`src/rtl/elapse_timer_pkg.sv`:
```
// Shared definitions for the elapse timer bank: channel state encoding and
// default sizing constants used by the top and the per-channel timers.
package elapse_timer_pkg;

    typedef enum logic {
        IDLE = 1'b0,
        RUN  = 1'b1
    } chan_state_e;

    localparam int DEFAULT_CNT_W    = 26;
    localparam int DEFAULT_PRESCALE = 40;
    localparam int PRESCALE_W       = 16;

endpackage

```
`src/rtl/elapse_timer_channel.sv`:
```
// One independent timer channel. Counts ticks from zero up to TermReg-1 and
// raises a one-clock timeout pulse when the terminal count is reached.
// Stop beats Start, and a valid Start beats a coincident expiry.
module elapse_timer_channel
    import elapse_timer_pkg::*;
#(
    parameter int CNT_W = DEFAULT_CNT_W
)
(
    input  logic             Clock,
    input  logic             Reset,
    input  logic             tick,
    input  logic             start,
    input  logic             stop,
    input  logic             periodic,
    input  logic [CNT_W-1:0] terminal,
    output logic             timeout,
    output logic             timeoutNext,
    output logic             busy
);

    chan_state_e      state;
    logic [CNT_W-1:0] elapsed;
    logic [CNT_W-1:0] elapsedInc;
    logic [CNT_W-1:0] termReg;
    logic             perReg;
    logic             startOk;
    logic             expire;

    // Decode the restart request, the terminal-count hit and the pulse to register next edge
    always_comb begin
        elapsedInc  = elapsed + CNT_W'(1);
        startOk     = start && (terminal != '0);
        expire      = (state == RUN) && tick && (elapsedInc == termReg);
        timeoutNext = expire && !stop && !startOk;
    end

    // Channel state, latched configuration, elapsed count and the registered pulse
    always_ff @(posedge Clock or posedge Reset) begin
        if (Reset) begin
            state   <= IDLE;
            elapsed <= '0;
            termReg <= '0;
            perReg  <= 1'b0;
            timeout <= 1'b0;
        end else begin
            timeout <= timeoutNext;
            if (stop) begin
                state   <= IDLE;
                elapsed <= '0;
            end else if (startOk) begin
                state   <= RUN;
                elapsed <= '0;
                termReg <= terminal;
                perReg  <= periodic;
            end else if ((state == RUN) && tick) begin
                if (expire) begin
                    elapsed <= '0;
                    if (!perReg) begin
                        state <= IDLE;
                    end
                end else begin
                    elapsed <= elapsedInc;
                end
            end
        end
    end

    assign busy = (state == RUN);

endmodule

```
`src/rtl/elapse_timer_bank.sv`:
```
// Bank of NUM_CH independent elapse timers sharing one terminal-count bus and
// one tick. Optional macro ELAPSE_TIMER_PRESCALE_EN enables a free-running
// prescaler producing one tick every PRESCALE clocks; without it every clock
// is a tick.
module elapse_timer_bank
    import elapse_timer_pkg::*;
#(
    parameter int NUM_CH   = 4,
    parameter int CNT_W    = DEFAULT_CNT_W,
    parameter int PRESCALE = DEFAULT_PRESCALE
)
(
    input  logic              Clock,
    input  logic              Reset,
    input  logic [NUM_CH-1:0] Start,
    input  logic [NUM_CH-1:0] Stop,
    input  logic [NUM_CH-1:0] Periodic,
    input  logic [CNT_W-1:0]  Terminal,
    output logic [NUM_CH-1:0] Timeout,
    output logic [NUM_CH-1:0] Busy,
    output logic              TimeoutAny
);

    logic              tick;
    logic [NUM_CH-1:0] timeoutNextVec;

    if (PRESCALE < 2 || PRESCALE > 65535) begin : gBadPrescale
        $error("elapse_timer_bank: PRESCALE must be in 2..65535");
    end

`ifdef ELAPSE_TIMER_PRESCALE_EN
    localparam logic [PRESCALE_W-1:0] PRE_MAX = PRESCALE_W'(PRESCALE - 1);

    logic [PRESCALE_W-1:0] preCnt;

    // Free-running prescaler that wraps after PRE_MAX and ticks on the wrap clock
    always_ff @(posedge Clock or posedge Reset) begin
        if (Reset) begin
            preCnt <= '0;
        end else if (preCnt == PRE_MAX) begin
            preCnt <= '0;
        end else begin
            preCnt <= preCnt + PRESCALE_W'(1);
        end
    end

    assign tick = (preCnt == PRE_MAX);
`else
    assign tick = 1'b1;
`endif

    for (genvar ch = 0; ch < NUM_CH; ch++) begin : gChannel
        elapse_timer_channel #(
            .CNT_W (CNT_W)
        ) uChannel (
            .Clock       (Clock),
            .Reset       (Reset),
            .tick        (tick),
            .start       (Start[ch]),
            .stop        (Stop[ch]),
            .periodic    (Periodic[ch]),
            .terminal    (Terminal),
            .timeout     (Timeout[ch]),
            .timeoutNext (timeoutNextVec[ch]),
            .busy        (Busy[ch])
        );
    end

    // Aggregate pulse registered from the same next-state terms so it lines up with Timeout
    always_ff @(posedge Clock or posedge Reset) begin
        if (Reset) begin
            TimeoutAny <= 1'b0;
        end else begin
            TimeoutAny <= |timeoutNextVec;
        end
    end

endmodule
```
`config.mk`:
```
export PLATFORM = sky130hd
export DESIGN_NAME = elapse_timer_bank
export DESIGN_NICKNAME = d
export VERILOG_FILES = /design/src/rtl/elapse_timer_pkg.sv /design/src/rtl/elapse_timer_channel.sv /design/src/rtl/elapse_timer_bank.sv
export SDC_FILE = /design/constraint.sdc
export NUM_CORES = 1
export LEC_CHECK = 0
export ABC_AREA = 0
export BUFFER_PORTS_ARGS = -buffer_cell sky130_fd_sc_hd__buf_2
export CORE_MARGIN = 5
export CORE_UTILIZATION = 35
export CTS_CLUSTER_SIZE = 25
export DETAILED_ROUTE_END_ITERATION = 10
export GPL_TIMING_DRIVEN = 0
export HOLD_SLACK_MARGIN = 0.02
export PLACE_DENSITY = 0.63
export SYNTH_ARGS = -nofsm -noshare
export SYNTH_HDL_FRONTEND = slang
export SYNTH_SLANG_ARGS = --single-unit
```
`constraint.sdc`:
```
create_clock -name Clock -period 7.1 [get_ports Clock]
set_input_delay 0.71 -clock Clock [delete_from_list [all_inputs] [get_ports Clock]]
set_output_delay 0.71 -clock Clock [all_outputs]
set_load 0.03 [all_outputs]
```
# Word-level counts from Yosys, hierarchy flattened
# Cells that the tools add are included.
word_totals:
  ff_bits: 221
  inputBits: 40
  out_inout_bits: 9
op_classes:
  n_addsub: 4
  eq_ne: 4
  muxes: 36
  bitwise_logic: 4
  reduce_logical: 34
op_table:
  columns: ["op", "n"]
  rows:
  - ["two-way mux 26 bit", 16]
  - ["adder 26 x 1 -> 26 bit (second input constant)", 4]
  - ["equality test 26 bit", 4]
  - ["nonzero test 26 bit", 1]
  - ["two-way mux 1 bit", 20]
  - ["logical AND 1 bit", 16]
  - ["nonzero test 3 bit", 4]
  - ["zero test 1 bit", 8]
  - ["AND reduction 2 bit", 4]
  - ["NOT 1 bit", 4]
  - ["OR reduction 4 bit", 1]

# Logic depth before layout (Yosys ltp)
# Gate-level depths: netlist of the first run.
logic_depth:
  depth_word: 7
  mapped_depth: 13
  ltp_nobuf: 10

# Modules after synthesis
# Synthesis of the first run repeated with hierarchy kept, for this count alone.
unflattened:
  cells_unflattened: 1541
  hier_area_um2: 14398.8
modules_own_cells:
  columns: ["module", "instances", "cells_each", "area_per_inst_um2", "seq_area_each_um2"]
  rows:
  - ["elapse_timer_channel (gChannel[0].uChannel ...)", 3, 391, 3626.0, 1376.3]
  - ["elapse_timer_channel (gChannel[3].uChannel)", 1, 364, 3480.8, 1376.3]
  - ["elapse_timer_bank", 1, 4, 40.0, 25.0]

# Worst setup path after synthesis of the first run
# Ideal clock, no wire load.
synth_path:
  kind: "flip-flop to flip-flop"
  startpoint: "register gChannel[2].uChannel.elapsed[0]"
  endpoint: "register gChannel[2].uChannel.elapsed[11]"
  setup_ps: 119
  t_arrival_ps: 2945
  t_required_ps: 6981
  setup_slack_ps: 4036
  path_stages_with_launch: 13
  n_path_buf: 2
  period_less_slack_ps: 3064
  cell_sequence: "dfrtp_1 ha_1 nand3_1 nor4_2 a21oi_1 nor2_1 nand4_1 or3_1 or3b_4 nand2b_1 buf_4 buf_6 nor2_1"
synth_between:
  elab_chain_len: 7
synth_rtl:
  columns: ["element", "line_no", "source"]
  rows:
  - ["start, declared", "elapse_timer_channel.sv:23", "logic [CNT_W-1:0] elapsed;"]
  - ["start signal, assigned", "elapse_timer_channel.sv:63", "elapsed <= elapsedInc;"]
  - ["adder 26 x 1 -> 26 bit *", "elapse_timer_channel.sv:32", "elapsedInc = elapsed + CNT_W'(1);"]
  - ["equality test 26 bit", "elapse_timer_channel.sv:34", "expire = (state == RUN) && tick && (elapsedInc == termReg);"]
  - ["logical AND 1 bit", "elapse_timer_channel.sv:34", null]
  - ["two-way mux 26 bit *", "elapse_timer_channel.sv:57", "if (expire) begin"]
  - ["two-way mux 26 bit *", "elapse_timer_channel.sv:56", "end else if ((state == RUN) && tick) begin"]
  - ["two-way mux 26 bit *", "elapse_timer_channel.sv:51", "end else if (startOk) begin"]
  - ["two-way mux 26 bit *", "elapse_timer_channel.sv:48", "if (stop) begin"]
# Mark *: on every way between the ends. The rest lies on a longest branch, timed or not. The select of a mux whose other input is x is not followed.
# A chain may end at the register's enable or synchronous reset.

# Final worst setup path of the first run
layout_path:
  startpoint: "register gChannel[3].uChannel.elapsed[0]"
  endpoint: "register gChannel[3].uChannel.elapsed[24]"
layout_between:
  elab_chain_len: 7
layout_rtl:
  columns: ["element", "line_no"]
  rows:
  - ["start, declared", "elapse_timer_channel.sv:23"]
  - ["start signal, assigned", "elapse_timer_channel.sv:63"]
  - ["adder 26 x 1 -> 26 bit *", "elapse_timer_channel.sv:32"]
  - ["equality test 26 bit", "elapse_timer_channel.sv:34"]
  - ["logical AND 1 bit", "elapse_timer_channel.sv:34"]
  - ["two-way mux 26 bit *", "elapse_timer_channel.sv:57"]
  - ["two-way mux 26 bit *", "elapse_timer_channel.sv:56"]
  - ["two-way mux 26 bit *", "elapse_timer_channel.sv:51"]
  - ["two-way mux 26 bit *", "elapse_timer_channel.sv:48"]
# Marks and branches as above.

==> reports/qor.csv, run 1 <==
stage,metric,value,unit
status,run_status,"complete, no violations",
route,avgRoutedWirePerCell,19.2,um
timing,worst_pin_slew,1.38,ns
grt,global_route.overflow_total,0,
clock_tree,cts.htree.levels,1,
floorplan,ios,49,
floorplan,die-height,206,um
logic_synthesis,netlist_instances,1415,
floorplan,die_width,206,um
clock_tree,clkTransAtPathRegs,0.06,ns
floorplan,start_util,0.356,
timing,finClkSkew,0.0206,ns
route,dr_total_vias,11200,
route,dr_wl_met2,17.9,mm
worst_setup_path,timing.critical_path.to_type,flop,
logic_synthesis,ys_async_sr_fraction,1.00,
power_and_ir_drop,power.density,213,nW/um^2
logic_synthesis,synth-seq-cells,221,
place,place.detailed.hpwl,27.6,mm
clock_tree,clk_root_buffer_cell,sky130_fd_sc_hd__clkbuf_16,
logic_synthesis,synthDominantAreaCellType,sky130_fd_sc_hd__dfrtp_1,
clock_tree,clk_latency,0.55,ns
clock_tree,tritoncts_clock_tree,built,
route,first_iter_violations,876,
final_layout,final_layout_size_suffix_gt1_frac,0.181,
route,routed_wirelength,38.9,mm
place,place_congestion,0.937,
logic_synthesis,synth_flop_cell,sky130_fd_sc_hd__dfrtp_1,
logic_synthesis,ys_types,78,
route,highest_layer,met4,
logic_synthesis,synth.net_count,1459,
worst_setup_path,worstSetupPathType,reg2reg,
floorplan,design.core.area,37800,um^2
logic_synthesis,synth_top_area_frac,0.412,
final_layout,n_antenna_cell,0,
grt,antenna_found_initial,3,
clock_tree,cts_buffer_depth,3,
timing,timing_hold_violations_final,0,
logic_synthesis,yosys.cell_count.top_type,sky130_fd_sc_hd__dfrtp_1,
final_layout,n_fill_cell,3725,
timing,setup_tns,0,ns
timing,finalSetupViolCount,0,
grt,vias_in_the_first_global_route,10700,
timing,final_slew_viol_count,0,
logic_synthesis,ys.warnings.count,0,
final_layout,final_nets,1536,
place,placed_cell_area,14300,um^2
final_layout,final_area,15200,um^2
final_layout,area_overhead_of_the_layout_relative_to_synthesis,13.3,%
logic_synthesis,post_synth_edffs,0,
grt,wire_length_of_the_first_global_routing_pass,61.5,mm
logic_synthesis,mappedNetlistArea,13400,um^2
clock_tree,hold_buffers,0,
worst_hold_path,worstHoldPathType,in2async,
power_and_ir_drop,leakagePower,5.86,nW
timing,finalWorstPathRequiredPeriod,4.26,ns
grt,pin_count_of_the_biggest_net_entering_global_routing,131,
worst_setup_path,critPathMaxFanout,10,
route,wl_met1,18.2,mm
clock_tree,cts_made_buffers,26,
grt,gr-usage-all-layers,0.181,
route,wl_met3,1.89,mm
timing,slew_headroom,0.0687,
logic_synthesis,post_synth_most_frequent_cells,"221 x sky130_fd_sc_hd__dfrtp_1, 122 x sky130_fd_sc_hd__nand2_1, 111 x sky130_fd_sc_hd__mux2_2",
route,drc_errors,0,
place,numPortBuffers,48,
power_and_ir_drop,vdd.ir_drop.worst,0.165,mV
route,detailed_route_vias_per_instance,5.54,
floorplan,total_die_area,42400,um^2
timing,post-route-period-util,0.600,
clock_tree,clock_sink_count,221,
route,ant_nets,0,
route,number_of_iterations_in_the_first_detailed_routing_pass,5,
worst_setup_path,worst_ep_arrival,4.65,ns
job,max-cap-violations,0,
clock_tree,post_cts_resized,0,
final_layout,multi_input_comb_area,7370,um^2
timing,grt_setup_unrepaired,false,
logic_synthesis,syn_avg_cell_area,9.49,um^2
logic_synthesis,yosys-top-cells-area,"sky130_fd_sc_hd__dfrtp_1 41%, sky130_fd_sc_hd__mux2_2 9.3%, sky130_fd_sc_hd__xnor2_1 6.6%",
worst_setup_path,worstPathRequired,7.49,ns
worst_setup_path,critPathLaunchType,flop,
logic_synthesis,synth_seq_area_share,0.412,
clock_tree,postCtsSetupBuffers,0,
timing,fmax,0.235,GHz
floorplan,core_rows,71,
final_layout,regArea,5530,um^2
-- where the power goes --
part	leakage [nW]	total (mW)	switching, mW	internal [mW]
Clock	0.418	1.36	0.550	0.812
Combinational	2.60	0.431	0.229	0.203
Sequential	2.84	1.44	0.0880	1.35
-- critical path, stage by stage, from the launching register on --
cell and delay, ns:
sky130_fd_sc_hd__dfrtp_1 0.45, sky130_fd_sc_hd__ha_1 0.35, sky130_fd_sc_hd__nand3_1 0.14, sky130_fd_sc_hd__clkbuf_1 0.27, sky130_fd_sc_hd__nor4_2 0.69, sky130_fd_sc_hd__and3_1 0.33, sky130_fd_sc_hd__o21ai_0 0.08, sky130_fd_sc_hd__or3b_1 0.40
sky130_fd_sc_hd__nor4b_1 0.28, sky130_fd_sc_hd__nand4_1 0.23, sky130_fd_sc_hd__clkbuf_1 0.32, sky130_fd_sc_hd__nand2_1 0.45, sky130_fd_sc_hd__a21oi_1 0.13
-- layer usage --
layer | up-vias | GRT usage
li1 | 5217 | -
met1 | 5562 | 0.262
met2 | 365 | 0.291
met3 | 68 | 0.0231
met4 | 0 | 0.0406
met5 | - | 0
-- through the flow --
step | util | std cells | setup WS [ns] | power (mW) | hold WS, ns
after floorplan | - | 1415 | 0.341 | 1.75 | 0.474
after global placement | 0.379 | 1974 | -2.41 | 1.88 | 0.490
after detailed placement | 0.380 | 1975 | 2.96 | 1.89 | 0.497
after CTS | 0.403 | 2023 | 2.98 | 3.26 | 0.305
after global routing | 0.403 | 2023 | 2.49 | 3.36 | 0.311
final | 0.403 | 2023 | 2.84 | 3.24 | 0.268
-- worst paths after layout --
path | start | endpoint | slack, ns | cells after the start
setup / recovery | gChannel[3].uChannel.elapsed[0] | gChannel[3].uChannel.elapsed[24] | 2.84 | 12
hold / removal | Reset | gChannel[2].uChannel.busy | 0.27 | 2
setup reg to reg | gChannel[3].uChannel.elapsed[0] | gChannel[3].uChannel.elapsed[24] | 2.84 | 12
hold reg to reg | gChannel[1].uChannel.perReg | gChannel[1].uChannel.perReg | 0.51 | 1
max in group asynchronous | Reset | gChannel[0].uChannel.elapsed[19] | 5.75 | 3
min in group Clock | Stop[2] | gChannel[2].uChannel.busy | 0.33 | 2
-- cell usage in the layout (no fill, tap or decap), types with 35 or more instances in the layout --
| cell type | n |
|---|---|
| sky130_fd_sc_hd__a21oi_1 | 50 |
| sky130_fd_sc_hd__buf_2 | 77 |
| sky130_fd_sc_hd__clkbuf_1 | 50 |
| sky130_fd_sc_hd__dfrtp_1 | 221 |
| sky130_fd_sc_hd__mux2_2 | 111 |
| sky130_fd_sc_hd__nand2_1 | 122 |
| sky130_fd_sc_hd__nand3_1 | 68 |
| sky130_fd_sc_hd__nand4_1 | 54 |
| sky130_fd_sc_hd__nor2_1 | 105 |
| sky130_fd_sc_hd__o21ai_0 | 35 |
| sky130_fd_sc_hd__xnor2_1 | 102 |
| sky130_fd_sc_hd__xor2_1 | 86 |
-- state kept, by name (all words and copies together), names as in the netlist --
register,count
TimeoutAny,1
gChannel.uChannel.busy,4
gChannel.uChannel.elapsed,104
gChannel.uChannel.perReg,4
gChannel.uChannel.termReg,104
gChannel.uChannel.timeout,4
-- cell families after synthesis --
family	after synthesis	share of synthesized area
simple gates	588	0.238
fa+ha+maj	4	0.00373
flops	221	0.412
mux	117	0.0975
xor+xnor	189	0.124
buf+inv	115	0.0398
compound gates	181	0.0850
-- area by class of cell --
type | count | area share
multi-input combinational | 1079 | 0.484
sequential | 221 | 0.363
clock buffer | 38 | 0.0496
tap | 511 | 0.0420
buffer | 99 | 0.0311
timing repair buffer | 49 | 0.0176
clock inverter | 10 | 0.00797
inverter | 16 | 0.00444
No activity file was read; power rests on OpenSTA's default activity.
==> inputs of run 2 (changes only) <==
ABC_AREA = 1   (was 0)
clock period = 3.9 ns   (was 7.1 ns; I/O delays follow)
==> run 2 against run 1 <==
  * Clock power up 110%
  * Highest routed layer unchanged
  * Clock skew up 0.0033 ns
  * Die area up 3.0%
  * Critical endpoint is now gChannel[2].uChannel.elapsed[3]
  * Flip-flop and latch count unchanged
  * Register-to-register slack worse by 1.8 ns
  * Count of clock-buffer cells in the layout down 4
  * Sequential power up 78%
  * Sequential share of layout area down 1.5 points
  * Combinational power up 54%
  * Synthesized cell count up 45%
==> reports/qor.csv, run 2 <==
stage,metric,value,unit
logic_synthesis,ys_async_sr_fraction,1.00,
clock_tree,cts.htree.levels,1,
logic_synthesis,synth.net_count,2090,
grt,gr-usage-all-layers,0.195,
route,wl_met3,3.06,mm
logic_synthesis,synthDominantAreaCellType,sky130_fd_sc_hd__dfrtp_1,
timing,final_slew_viol_count,0,
timing,finalWorstPathRequiredPeriod,3.10,ns
place,place_congestion,0.942,
logic_synthesis,synth_flop_cell,sky130_fd_sc_hd__dfrtp_1,
timing,finalHoldWorstSlack,0.0539,ns
timing,grt_setup_unrepaired,false,
power_and_ir_drop,vdd.ir_drop.worst,0.315,mV
final_layout,layout_top_registers,"gChannel.uChannel.elapsed x104, gChannel.uChannel.termReg x104",
grt,global_route.overflow_total,0,
timing,post-route-period-util,0.794,
place,place.detailed.hpwl,33.3,mm
logic_synthesis,yosys-top-cells-area,"sky130_fd_sc_hd__dfrtp_1 40%, sky130_fd_sc_hd__nand2_1 22%, sky130_fd_sc_hd__inv_1 6.1%",
place,numPortBuffers,47,
route,routed_wirelength,43.5,mm
power_and_ir_drop,netSwitchingPower,1.61,mW
timing,fmax,0.323,GHz
logic_synthesis,post_synth_edffs,0,
grt,wire_length_of_the_first_global_routing_pass,69.8,mm
final_layout,finalNonFillerCells,2673,
route,wl_met1,19.6,mm
final_layout,n_antenna_cell,0,
power_and_ir_drop,power.density,383,nW/um^2
clock_tree,clk_root_buffer_cell,sky130_fd_sc_hd__clkbuf_16,
power_and_ir_drop,pwr-share-seq,0.423,
final_layout,final_nets,2172,
final_layout,final_area,15900,um^2
worst_setup_path,worst_path_largest_cell_delay,0.56,ns
clock_tree,cts_made_buffers,26,
logic_synthesis,netlist_instances,2046,
worst_setup_path,timing.critical_path.mode_cell,sky130_fd_sc_hd__inv_1,
logic_synthesis,yosys.cell_count.top_type,sky130_fd_sc_hd__nand2_1,
route,number_of_iterations_in_the_first_detailed_routing_pass,6,
logic_synthesis,syn_avg_cell_area,6.77,um^2
route,first_iter_violations,1294,
final_layout,area_overhead_of_the_layout_relative_to_synthesis,14.6,%
logic_synthesis,synth_top_area_frac,0.399,
floorplan,die-height,209,um
clock_tree,postCtsSetupBuffers,0,
floorplan,core_rows,73,
route,detailed_route_vias_per_instance,5.04,
worst_setup_path,crit_slowest_cell,sky130_fd_sc_hd__nor2_1,
logic_synthesis,ys.warnings.count,0,
clock_tree,clock_sink_count,221,
final_layout,final_layout_size_suffix_gt1_frac,0.0899,
worst_setup_path,worstPathRequired,4.39,ns
worst_setup_path,timing.critical_path.to_type,flop,
clock_tree,clk_latency,0.55,ns
grt,vias_in_the_first_global_route,12900,
floorplan,die_width,209,um
job,max-cap-violations,0,
route,dr_wl_met2,19.4,mm
logic_synthesis,synth_seq_area_share,0.399,
timing,finClkSkew,0.0239,ns
worst_setup_path,critPathLaunchType,primary input,
final_layout,mostFrequentLayoutCell,sky130_fd_sc_hd__nand2_1,
grt,antenna_found_initial,0,
route,ant_nets,0,
clock_tree,clkTransAtPathRegs,0.06,ns
power_and_ir_drop,p_int,4.48,mW
place,dp.cells,2624,
status,run_status,"complete, no violations",
route,avgRoutedWirePerCell,16.3,um
power_and_ir_drop,switching_share,0.265,
logic_synthesis,post_synth_most_frequent_cells,"796 x sky130_fd_sc_hd__nand2_1, 225 x sky130_fd_sc_hd__inv_1, 221 x sky130_fd_sc_hd__dfrtp_1",
worst_setup_path,worstSetupPathType,in2reg,
floorplan,start_util,0.351,
timing,slew_headroom,0.469,
timing,finalSetupViolCount,0,
timing,setup_ws,0.802,ns
route,drc_errors,0,
logic_synthesis,synth-seq-cells,221,
route,highest_layer,met4,
place,dp_slack,0.294,ns
logic_synthesis,mappedNetlistArea,13900,um^2
floorplan,ios,49,
final_layout,final_cell_mix,"796 x sky130_fd_sc_hd__nand2_1, 224 x sky130_fd_sc_hd__inv_1, 221 x sky130_fd_sc_hd__dfrtp_1",
floorplan,design.core.area,39500,um^2
worst_setup_path,crit_path_cell_trace,buf_2 > inv_1 > nand4_1 > nor3_1 > nand4_1 > nand2_1 > inv_1 > nor2_1 > inv_1 > nor2_1 > clkbuf_1 > nand3_1 > nand2_1,
power_and_ir_drop,pwr-share-comb,0.109,
worst_hold_path,worstHoldPathType,in2reg,
timing,worst_pin_slew,0.792,ns
worst_setup_path,critPathMaxFanout,10,
grt,pin_count_of_the_biggest_net_entering_global_routing,44,
worst_setup_path,worst_ep_arrival,3.59,ns
clock_tree,tritoncts_clock_tree,built,
logic_synthesis,ys_types,39,
place,placed_cell_area,14900,um^2
clock_tree,cts_buffer_depth,3,
power_and_ir_drop,clockPowerShare,0.468,
power_and_ir_drop,leakagePower,7.42,nW
floorplan,total_die_area,43700,um^2
timing,timing_hold_violations_final,0,
route,dr_total_vias,13500,
## run 2: changes by cell type after synthesis, sizes merged, moves of 37 or more
cell    previous run  this run
xnor2            102         4
nand3             68       170
nand2            123       809
o21ai             36       153
nor2             106       219
a21oi             50         7
buf               53        16
nand3b             6        50
inv               15       236
mux2             111         1
xor2              86        12
## run 2: path summary, 6_finish.rpt
check / slack [ns] / end / start / cells past startpoint
worst min-delay path: 0.05 / gChannel[1].uChannel.perReg / Periodic[1] / 3
worst min register to register: 0.49 / gChannel[1].uChannel.perReg / gChannel[1].uChannel.perReg / 2
worst max register to register: 1.02 / TimeoutAny / gChannel[2].uChannel.elapsed[0] / 15
max in group asynchronous: 2.58 / gChannel[2].uChannel.elapsed[19] / Reset / 5
min in group asynchronous: 0.45 / gChannel[2].uChannel.timeout / Reset / 3
worst max-delay path: 0.80 / gChannel[2].uChannel.elapsed[3] / Terminal[19] / 13
## run 2: worst max-delay path, delay by kind of cell
kind                   cells  cell delay, ns
buffers and inverters      5            1.05
and+or+nand+nor            8            2.13
## run 2: final cells by class
| class | count | area (um^2) |
|---|---|---|
| plain buffers | 53 | 289 |
| clock buffers | 34 | 741 |
| clock inverters | 14 | 263 |
| fillers | 4131 | 23600 |
| inverters | 237 | 896 |
| multi-input cells | 1535 | 7150 |
| flip-flops and latches | 221 | 5530 |
| well taps | 525 | 657 |
| repair buffers | 54 | 365 |
## run 2: per-layer routing
metal,vias to the layer above,GRT usage
met5,-,0
met4,0,0.0603
met3,79,0.0291
met1,6301,0.275
met2,414,0.312
li1,6667,-
## run 2: power by group through the flow
stage               clock network (mW)  registers (mW)  logic (mW)
floorplan                            0            2.56       0.454
global placement                     0            2.61       0.637
detailed placement                   0            2.61       0.662
CTS                               2.90            2.57       0.666
global route                      2.99            2.59       0.758
finish                            2.85            2.57       0.663
## run 2: kinds of logic (layout without fill, tap and decap cells)
kind of cell               count (synthesis)  count (layout)  share of synthesized area
muxes                                      1               1                   0.000812
xor gates and xnor gates                  24              24                     0.0231
buffers and inverters                    290             392                     0.0852
AOI/OAI and AO/OA                        190             190                     0.0776
adders and majority gates                  4               4                    0.00361
and+or+nand+nor                         1316            1316                      0.411
DFF                                      221             221                      0.399
## run 2: through the flow
stage          TNS [ns]   util  power [mW]
2_1_floorplan         0      -        3.01
3_3_place_gp    -197.41  0.374        3.25
3_5_place_dp          0  0.377        3.27
4_1_cts               0  0.403        6.13
5_1_grt               0  0.403        6.34
6_report              0  0.403        6.09
## run 2: repair_timing
item                                    in CTS  in global routing
endpoints found under the hold margin       18                  0
hold buffers                                 1                  0
endpoints found under the setup margin       0                  0
resized for setup                            0                  0
